File: src/rtl/ur_monitor_if.sv
// Signal bundle between the lane-underuse monitor and its host: time base,
// sensor/enable inputs, threshold, and the registered underuse flags.
interface ur_monitor_if #(
    parameter int N_LANES = 4,
    parameter int CNT_W   = 16
);
    localparam int CW = $clog2(N_LANES + 1);

    logic               tick;
    logic [N_LANES-1:0] sensor;
    logic [N_LANES-1:0] lane_en;
    logic [CNT_W-1:0]   timeout;
    logic [N_LANES-1:0] ur_list;
    logic [N_LANES-1:0] ur_rise;
    logic               ur_any;
    logic [CW-1:0]      ur_count;

    modport master (
        output tick, sensor, lane_en, timeout,
        input  ur_list, ur_rise, ur_any, ur_count
    );

    modport slave (
        input  tick, sensor, lane_en, timeout,
        output ur_list, ur_rise, ur_any, ur_count
    );
endinterface

File: src/rtl/ur_monitor.sv
// Lane underuse monitor: synchronises and debounces per-lane vehicle sensors,
// counts idle ticks per lane and flags lanes that stay idle for `timeout` ticks.
module ur_monitor #(
    parameter int N_LANES = 4,
    parameter int CNT_W   = 16,
    parameter int DB_LEN  = 2
) (
    input logic         clk,
    input logic         rst,
    ur_monitor_if.slave bus
);
    localparam int CW = $clog2(N_LANES + 1);
    localparam int RW = 4;

    logic [N_LANES-1:0] sync1_q, sync1_d;
    logic [N_LANES-1:0] sync2_q, sync2_d;
    logic [N_LANES-1:0] deb_q, deb_d;
    logic [RW-1:0]      run_q [N_LANES];
    logic [RW-1:0]      run_d [N_LANES];
    logic [CNT_W-1:0]   cnt_q [N_LANES];
    logic [CNT_W-1:0]   cnt_d [N_LANES];
    logic               armed_q, armed_d;
    logic [N_LANES-1:0] list_q, list_d;
    logic [N_LANES-1:0] rise_q, rise_d;
    logic               any_q, any_d;
    logic [CW-1:0]      count_q, count_d;

    logic [CNT_W-1:0]   reload_val;
    logic [N_LANES-1:0] reload;

    always_comb begin
        // NOTE: every always_comb output gets a default before any branch so no latch is inferred.
        reload_val = (bus.timeout == '0) ? '0 : bus.timeout - CNT_W'(1);
        sync1_d    = bus.sensor;
        sync2_d    = sync1_q;
        deb_d      = deb_q;
        reload     = '0;
        list_d     = '0;
        count_d    = '0;
        // armed_q masks flags on the first edge after reset so no rise appears there.
        armed_d    = 1'b1;

        for (int i = 0; i < N_LANES; i++) begin
            run_d[i] = '0;
            if (sync2_q[i] != deb_q[i]) begin
                if (run_q[i] == RW'(DB_LEN - 1)) begin
                    deb_d[i] = sync2_q[i];
                end else begin
                    run_d[i] = run_q[i] + RW'(1);
                end
            end

            // Reload has priority over tick; timeout is only sampled here.
            reload[i] = deb_q[i] | ~bus.lane_en[i];
            cnt_d[i]  = cnt_q[i];
            if (reload[i]) begin
                cnt_d[i] = reload_val;
            end else if (bus.tick && (cnt_q[i] != '0)) begin
                cnt_d[i] = cnt_q[i] - CNT_W'(1);
            end

            list_d[i] = armed_q & (cnt_q[i] == '0) & bus.lane_en[i] & ~deb_q[i];
            count_d   = count_d + CW'(list_d[i]);
        end

        rise_d = list_d & ~list_q;
        any_d  = |list_d;
    end

    // NOTE: sequential state uses non-blocking assignments so all flops update together.
    always_ff @(posedge clk) begin
        if (rst) begin
            sync1_q <= '0;
            sync2_q <= '0;
            deb_q   <= '0;
            armed_q <= 1'b0;
            list_q  <= '0;
            rise_q  <= '0;
            any_q   <= 1'b0;
            count_q <= '0;
            for (int i = 0; i < N_LANES; i++) begin
                run_q[i] <= '0;
                cnt_q[i] <= reload_val;
            end
        end else begin
            sync1_q <= sync1_d;
            sync2_q <= sync2_d;
            deb_q   <= deb_d;
            armed_q <= armed_d;
            list_q  <= list_d;
            rise_q  <= rise_d;
            any_q   <= any_d;
            count_q <= count_d;
            for (int i = 0; i < N_LANES; i++) begin
                run_q[i] <= run_d[i];
                cnt_q[i] <= cnt_d[i];
            end
        end
    end

    assign bus.ur_list  = list_q;
    assign bus.ur_rise  = rise_q;
    assign bus.ur_any   = any_q;
    assign bus.ur_count = count_q;
endmodule
File: src/flat_wrapper.sv
// flat-port wrapper written by rule: the top's interface ports become plain ports
module ur_monitor_flat 
#(
    parameter int N_LANES = 4,
    parameter int CNT_W   = 16,
    parameter int DB_LEN  = 2
)
  (clk, rst, bus_tick, bus_sensor, bus_lane_en, bus_timeout, bus_ur_list, bus_ur_rise, bus_ur_any, bus_ur_count);
  ur_monitor_if #(.N_LANES(N_LANES), .CNT_W(CNT_W)) bus_i ();
  input logic clk;
  input logic rst;
  input wire logic [$bits(bus_i.tick)-1:0] bus_tick;
  input wire logic [$bits(bus_i.sensor)-1:0] bus_sensor;
  input wire logic [$bits(bus_i.lane_en)-1:0] bus_lane_en;
  input wire logic [$bits(bus_i.timeout)-1:0] bus_timeout;
  output wire logic [$bits(bus_i.ur_list)-1:0] bus_ur_list;
  output wire logic [$bits(bus_i.ur_rise)-1:0] bus_ur_rise;
  output wire logic [$bits(bus_i.ur_any)-1:0] bus_ur_any;
  output wire logic [$bits(bus_i.ur_count)-1:0] bus_ur_count;
  assign bus_i.tick = bus_tick;
  assign bus_i.sensor = bus_sensor;
  assign bus_i.lane_en = bus_lane_en;
  assign bus_i.timeout = bus_timeout;
  assign bus_ur_list = bus_i.ur_list;
  assign bus_ur_rise = bus_i.ur_rise;
  assign bus_ur_any = bus_i.ur_any;
  assign bus_ur_count = bus_i.ur_count;
  ur_monitor #(.N_LANES(N_LANES), .CNT_W(CNT_W), .DB_LEN(DB_LEN)) u_core (.clk(clk), .rst(rst), .bus(bus_i));
endmodule
File: config.mk
export PLATFORM = sky130hd
export DESIGN_NAME = ur_monitor_flat
export DESIGN_NICKNAME = d
export VERILOG_FILES = /design/src/rtl/ur_monitor_if.sv /design/src/rtl/ur_monitor.sv /design/src/flat_wrapper.sv
export SDC_FILE = /design/constraint.sdc
export NUM_CORES = 1
export LEC_CHECK = 0
export ABC_AREA = 1
export CAP_MARGIN = 30
export CORE_ASPECT_RATIO = 1.5
export CORE_UTILIZATION = 57
export CTS_BUF_LIST = sky130_fd_sc_hd__clkbuf_8
export DETAILED_ROUTE_END_ITERATION = 10
export GPL_TIMING_DRIVEN = 0
export PLACE_DENSITY = 0.77
export SKIP_LAST_GASP = 1
export SLEW_MARGIN = 5
export SYNTH_ARGS = -nofsm -noshare
export SYNTH_HDL_FRONTEND = slang
export SYNTH_SLANG_ARGS = --single-unit
export TNS_END_PERCENT = 50
File: constraint.sdc
create_clock -name clk -period 2.8 [get_ports clk]
set_input_delay 0.56 -clock clk [delete_from_list [all_inputs] [get_ports clk]]
set_output_delay 0.56 -clock clk [all_outputs]
set_load 0.03 [all_outputs]
==> flow_metrics.tcl, run 1 <==
set metrics [dict create \
    drc 0 \
    antennaDiodeCount 0 \
    wl_mm 15.34 \
    design.die.area_um2 11690 \
    grt_max_degree 17 \
    hold_ws_ns 0.4104 \
    synth_compound_area_frac 0.06007 \
    crit_type "flip-flop to flip-flop" \
    cp_max_fo 3 \
    slew_headroom 0.5200 \
    synth_xor_xnor_area_share 0.04896 \
    syn_area_um2 6415 \
    grt_use_met2 0.4927 \
    cts_made_buffers 9 \
    grt_pass1_vias 5405 \
    max_slew.worst_pin.slew_ns 0.7182 \
    core_um2 11000 \
    final_area_um2 7129 \
    synth_simple_gate_area_share 0.3445 \
    yosysSeqAreaShare 0.4275 \
    hold_class "flip-flop to flip-flop" \
    yosysTopAreaCell "edfxtp_1" \
    worstReg2RegStart "u_core.cnt_q[0][5]$_DFFE_PP_" \
    busiest_layer "met2" \
    synth_top_family_by_area "simple AND/OR/NAND/NOR gates" \
    grt-ovfl-total 0 \
    layout_common_cells "nand2_1 (224), nor2_1 (144), inv_1 (97), nand3_1 (70), edfxtp_1 (64)" \
    n_fill_cell 978 \
    final_max_slew_viol_count 0 \
    synth_adder_area_share 0.04408 \
    globalplace.congestion 0.9485 \
    hpwl_mm 11.95 \
    final_net_count 944 \
    numClockSinks 105 \
    grt_pass1_wl_mm 24.64 \
    cts_tree "yes" \
    routedWlPerCell_um 14.66 \
    vias_per_cell 5.366 \
    yosys.area.top_type_share 0.2996 \
    drv_cap 0 \
    worst_ir_drop_vdd_v 0.0002387 \
    clkTransAtPathRegs_ns 0.10 \
    outcome "finished clean" \
    setup_tns_ns 0 \
    clockBufferDepth 2 \
    final_util 0.6483 \
    grtUsageMet1 0.3026 \
    fp.dieH_um 131.9 \
    register_area_um2 2743 \
    clock_skew_ns 0.01475 \
    gr-usage-met3 0.03131 \
    hold_violations 0 \
    synth_cell_types 44 \
    syn_inst 847 \
    ys_seq_elements 105 \
    start_util 0.5833 \
    synth_mux_area_frac 0.001560 \
    clock_latency_ns 0.38 \
    syn_to_final_growth_pct 11.14 \
    setup_violations 0 \
    setup_ws_ns 0.3373 \
    root_buffer "clkbuf_8" \
    critPathCaptureType "flip-flop" \
    cts_hold_repair.buffers 0 \
    placed_cell_area_um2 6969 \
    place_ws_ns 0.07258 \
    min-delay-start "u_core.bus.ur_list[0]$_SDFF_PP0_" \
    leakage_nw 3.199 \
    vias 5613 \
    layout_commonest_cell "nand2_1" \
    layout-drive-gt1-share 0.08231 \
    crit_arrival_ns 2.73 \
    htree_levels 3 \
    fmax_ghz 0.4061 \
    fp.dieW_um 88.62 \
    grt_usage 0.2765 \
    drtIter0Drc 344 \
    synth_fp_nets 896 \
    io_buffers 37 \
    ys_top_cells_by_area "edfxtp_1 (30%), nand2_1 (13%), dfxtp_1 (13%)" \
    power_per_cell_area_nw_per_um2 470.5 \
    antenna_left 0 \
    multi_input_area_um2 3202 \
    critPathRequiredTime_ns 3.07 \
    post_cts_buffers 0 \
    num_rows 47 \
    syn_area_per_cell_um2 7.574 \
    fin_crit_sh 0.8795 \
    dr.pass1.iters 5 \
    rsz0062_at_grt "no" \
    startpoint "u_core.cnt_q[0][5]$_DFFE_PP_" \
    boundaryPins 39 \
    ys_warn_count 0 \
    antenna_found_initial 0 \
    cts_resized 0 \
    start_kind "flip-flop" \
    min_period_ns 2.463 \
]
==> worst paths after layout <==
path | cells after the start | end | slack [ns]
min reg2reg | 1 | u_core.bus.ur_rise[0]$_SDFF_PP0_ | 0.41
max | 13 | u_core.bus.ur_count[1]$_SDFF_PP0_ | 0.34
min | 1 | u_core.bus.ur_rise[0]$_SDFF_PP0_ | 0.41
max reg2reg | 13 | u_core.bus.ur_count[1]$_SDFF_PP0_ | 0.34
==> state kept, by name, summed over array words and instances, names as in the netlist <==
name and count:
u_core.armed_q 1, u_core.bus.ur_any 1, u_core.bus.ur_count 3, u_core.bus.ur_list 4, u_core.bus.ur_rise 4, u_core.cnt_q 64, u_core.deb_q 4, u_core.run_q 16
u_core.sync1_q 4, u_core.sync2_q 4
==> report_power, final <==
part,leakage [nW],switching [mW],internal [mW]
Sequential,1.01,0.114,1.80
Combinational,2.13,0.402,0.223
Clock,0.0669,0.511,0.311
Total,3.20,1.03,2.33
==> layout make-up <==
cell class                      instances  area share
Buffer                                 15     0.01334
Multi-Input combinational cell        627      0.4491
Sequential cell                       105      0.3847
Clock buffer                            9     0.01737
Clock inverter                          6    0.005090
Timing Repair Buffer                   37     0.05195
Tap cell                              147     0.02580
Inverter                              100     0.05265
==> worst max-delay path, stage by stage (launching register included) <==
cell and delay [ns]:
edfxtp_1 0.44, nor2_1 0.24, inv_1 0.06, nor3_1 0.23, nand2_1 0.15, inv_1 0.11
nand2_1 0.07, ha_1 0.28, inv_1 0.05, fa_1 0.35, inv_1 0.07, ha_1 0.22
inv_1 0.06, nor2_1 0.03
==> layer usage <==
metal  share of wire  routed length, um
met1            0.38               5830
met2            0.52               7990
met3           0.044                682
met4           0.054                835
met5               0                  0
==> synth_stat cells, drive strengths merged <==
library cell,count
nand3,76
a21oi,14
clkinv,1
inv,99
and2,1
edfxtp,64
a21o,3
fa,1
nand2,233
xor2,26
clkbuf,1
nand4,15
buf,14
a22oi,1
and3,2
mux2i,1
nor2,166
nor3,2
or2,3
o21ai,48
ha,21
xnor2,9
nand3b,1
dfxtp,41
o31ai,1
o21bai,3
==> kinds of logic (layout without fill, tap and decap cells) <==
logic type	Yosys count	count (layout)
and+or+nand+nor	499	499
buffers and inverters	115	167
DFF	105	105
AOI/OAI and AO/OA	70	70
xor gates and xnor gates	35	35
adders and majority gates	22	22
muxes	1	1
==> stage by stage <==
stage | total power, mW | std cells
finish | 3.355 | 1046
floorplan | 2.354 | 847
global route | 3.521 | 1046
CTS | 3.369 | 1046
detailed placement | 2.560 | 1031
global placement | 2.536 | 1031
No activity file was read; power rests on OpenSTA's default activity.
==> inputs of run 2 (changes only) <==
==> constraint.sdc (replaced) <==
create_clock -name clk -period 2.4 [get_ports clk]
set_input_delay 0.48 -clock clk [delete_from_list [all_inputs] [get_ports clk]]
set_output_delay 0.48 -clock clk [all_outputs]
set_load 0.03 [all_outputs]
==> run 2 against run 1 <==
  * Sequential share of layout area fell by 0.95 points
  * Clock power rose by 17%
  * Global-route usage rose by 0.18 points
  * Critical path depth did not move
  * Largest power group unchanged
==> flow_metrics.tcl, run 2 (same netlist as run 1, synthesis figures left out) <==
set metrics [dict create \
    outcome "finished clean" \
    largest_reg_flops 64 \
    wl_mm 15.77 \
    boundaryPins 39 \
    hold_path_depth 2 \
    vias_per_cell 5.404 \
    final_max_slew_viol_count 0 \
    routedWlPerCell_um 14.93 \
    power_per_cell_area_nw_per_um2 543.0 \
    drc 0 \
    fp.dieH_um 131.9 \
    maxUsedRoutingLayer "met4" \
    reg.largest.list "u_core.cnt_q (64), u_core.run_q (16)" \
    n_fill_cell 958 \
    drv_cap 0 \
    r2r_slack_ns 0.08 \
    setup_violations 0 \
    clock_latency_ns 0.38 \
    layout_common_cells "nand2_1 (221), nor2_1 (137), inv_1 (92), nand3_1 (69), edfxtp_1 (64)" \
    hold_class "input port to flip-flop" \
    hold_violations 0 \
    grt_pass1_vias 5451 \
    grt_max_degree 17 \
    setup_tns_ns 0 \
    cts_hold_repair.buffers 0 \
    dr.pass1.iters 5 \
    largest-register "u_core.cnt_q" \
    cts_made_buffers 9 \
    slew_headroom 0.5284 \
    place_ws_ns -0.2474 \
    vias 5707 \
    reg2reg_depth 13 \
    hold_ws_ns 0.3714 \
    leakage_nw 3.273 \
    antenna_left 0 \
    layout-drive-gt1-share 0.1155 \
    clkTransAtPathRegs_ns 0.10 \
    p_total_mw 3.969 \
    fin_crit_sh 0.9649 \
    crit_arrival_ns 2.58 \
    clockBufferDepth 2 \
    cp_max_fo 4 \
    min-delay-start "rst" \
    clock_skew_ns 0.01593 \
    wl_met2_mm 8.272 \
    grt-ovfl-total 0 \
    slowest_delay_ns 0.45 \
    cts_tree "yes" \
    design.die.area_um2 11690 \
    htree_levels 3 \
    hpwl_mm 11.95 \
    layout_commonest_cell "nand2_1" \
    worst_ir_drop_vdd_v 0.0002814 \
    crit_type "flip-flop to flip-flop" \
    num_rows 47 \
    antennaDiodeCount 0 \
    syn_to_final_growth_pct 13.95 \
    setup_ws_ns 0.08425 \
    fp.dieW_um 88.62 \
    cpMostUsedCell "inv_2" \
    drtIter0Drc 334 \
    io_buffers 37 \
    numClockSinks 105 \
    slowest_stage "edfxtp_1" \
    min_period_ns 2.316 \
    max_slew.worst_pin.slew_ns 0.7057 \
    holdPathEnd "u_core.sync1_q[0]$_SDFF_PP0_" \
    met1Wirelength_mm 5.941 \
    critPathCaptureType "flip-flop" \
    final_net_count 954 \
    globalplace.congestion 0.9485 \
    core_um2 11000 \
    met3_length_um 733 \
    critPathRequiredTime_ns 2.67 \
    worstPathCellList "nor2_2 -> nand3_2 -> nor3_4 -> nand2_2 -> inv_2 -> nand2_4 -> ha_4 -> inv_2 -> fa_2 -> inv_2 -> ha_4 -> inv_1 -> nor2_1" \
    r2r-end "u_core.bus.ur_count[1]$_SDFF_PP0_" \
    grt_usage 0.2783 \
    root_buffer "clkbuf_8" \
    register_area_um2 2743 \
    fmax_ghz 0.4318 \
    start_kind "flip-flop" \
    antenna_found_initial 0 \
    start_util 0.5833 \
    worstReg2RegStart "u_core.cnt_q[0][3]$_DFFE_PP_" \
    multi_input_area_um2 3307 \
    grt_pass1_wl_mm 24.82 \
]
==> run 2: metrics by stage <==
step	cell area, um^2	cells	utilization
6_report	7310	1056	0.6647
5_1_grt	7310	1056	0.6647
4_1_cts	7152	1048	0.6504
3_5_place_dp	6969	1031	0.6337
3_3_place_gp	6969	1031	0.6337
2_1_floorplan	6415	847	-
==> run 2: where the power goes <==
group          switching [mW]  internal, mW  leakage [nW]
clock network           0.595         0.362        0.0669
registers               0.139          2.09          1.01
logic                   0.490         0.288          2.20
total                    1.22          2.75          3.27
==> run 2: final cells by class <==
| cell class | count | share of cell area |
|---|---|---|
| inverter | 100 | 0.05135 |
| sequential | 105 | 0.3752 |
| buffer | 15 | 0.01301 |
| clock buffer | 9 | 0.01695 |
| multi-input combinational | 627 | 0.4524 |
| clock inverter | 6 | 0.004964 |
| tap | 147 | 0.02516 |
| timing repair buffer | 47 | 0.06094 |
==> run 2: critical path, delay by kind of cell, from the launching register on <==
| kind | cells | cell delay (ns) |
|---|---|---|
| fa+ha+maj | 3 | 0.80 |
| flops | 1 | 0.45 |
| buf+inv | 4 | 0.23 |
| simple gates | 6 | 0.71 |
==> run 2: worst max-delay path by stage <==
stage                                  start                                end  slack (ns)  depth (start not counted)
2_1_floorplan   u_core.cnt_q[0][0]$_DFFE_PP_  u_core.bus.ur_count[1]$_SDFF_PP0_        0.30                         14
3_3_place_gp                  bus_lane_en[2]       u_core.cnt_q[2][4]$_DFFE_PP_       -0.23                          5
3_5_place_dp                  bus_lane_en[2]       u_core.cnt_q[2][0]$_DFFE_PP_       -0.25                          5
4_1_cts        u_core.cnt_q[1][11]$_DFFE_PP_  u_core.bus.ur_count[1]$_SDFF_PP0_       0.007                         11
5_1_grt         u_core.cnt_q[0][3]$_DFFE_PP_  u_core.bus.ur_count[1]$_SDFF_PP0_       -0.02                         13
6_report        u_core.cnt_q[0][3]$_DFFE_PP_  u_core.bus.ur_count[1]$_SDFF_PP0_        0.08                         13
==> run 2: layer usage <==
metal	up-vias	GRT usage
li1	2829	-
met1	2637	0.3063
met2	193	0.4915
met3	48	0.03131
met4	0	0.1783
met5	-	0
==> run 2: timing repair <==
item	4_1_cts	5_1_grt
gates resized for setup	2	25
gates cloned	0	0
buffers inserted	2	8
pin swaps	1	6
setup endpoints to repair	1	2
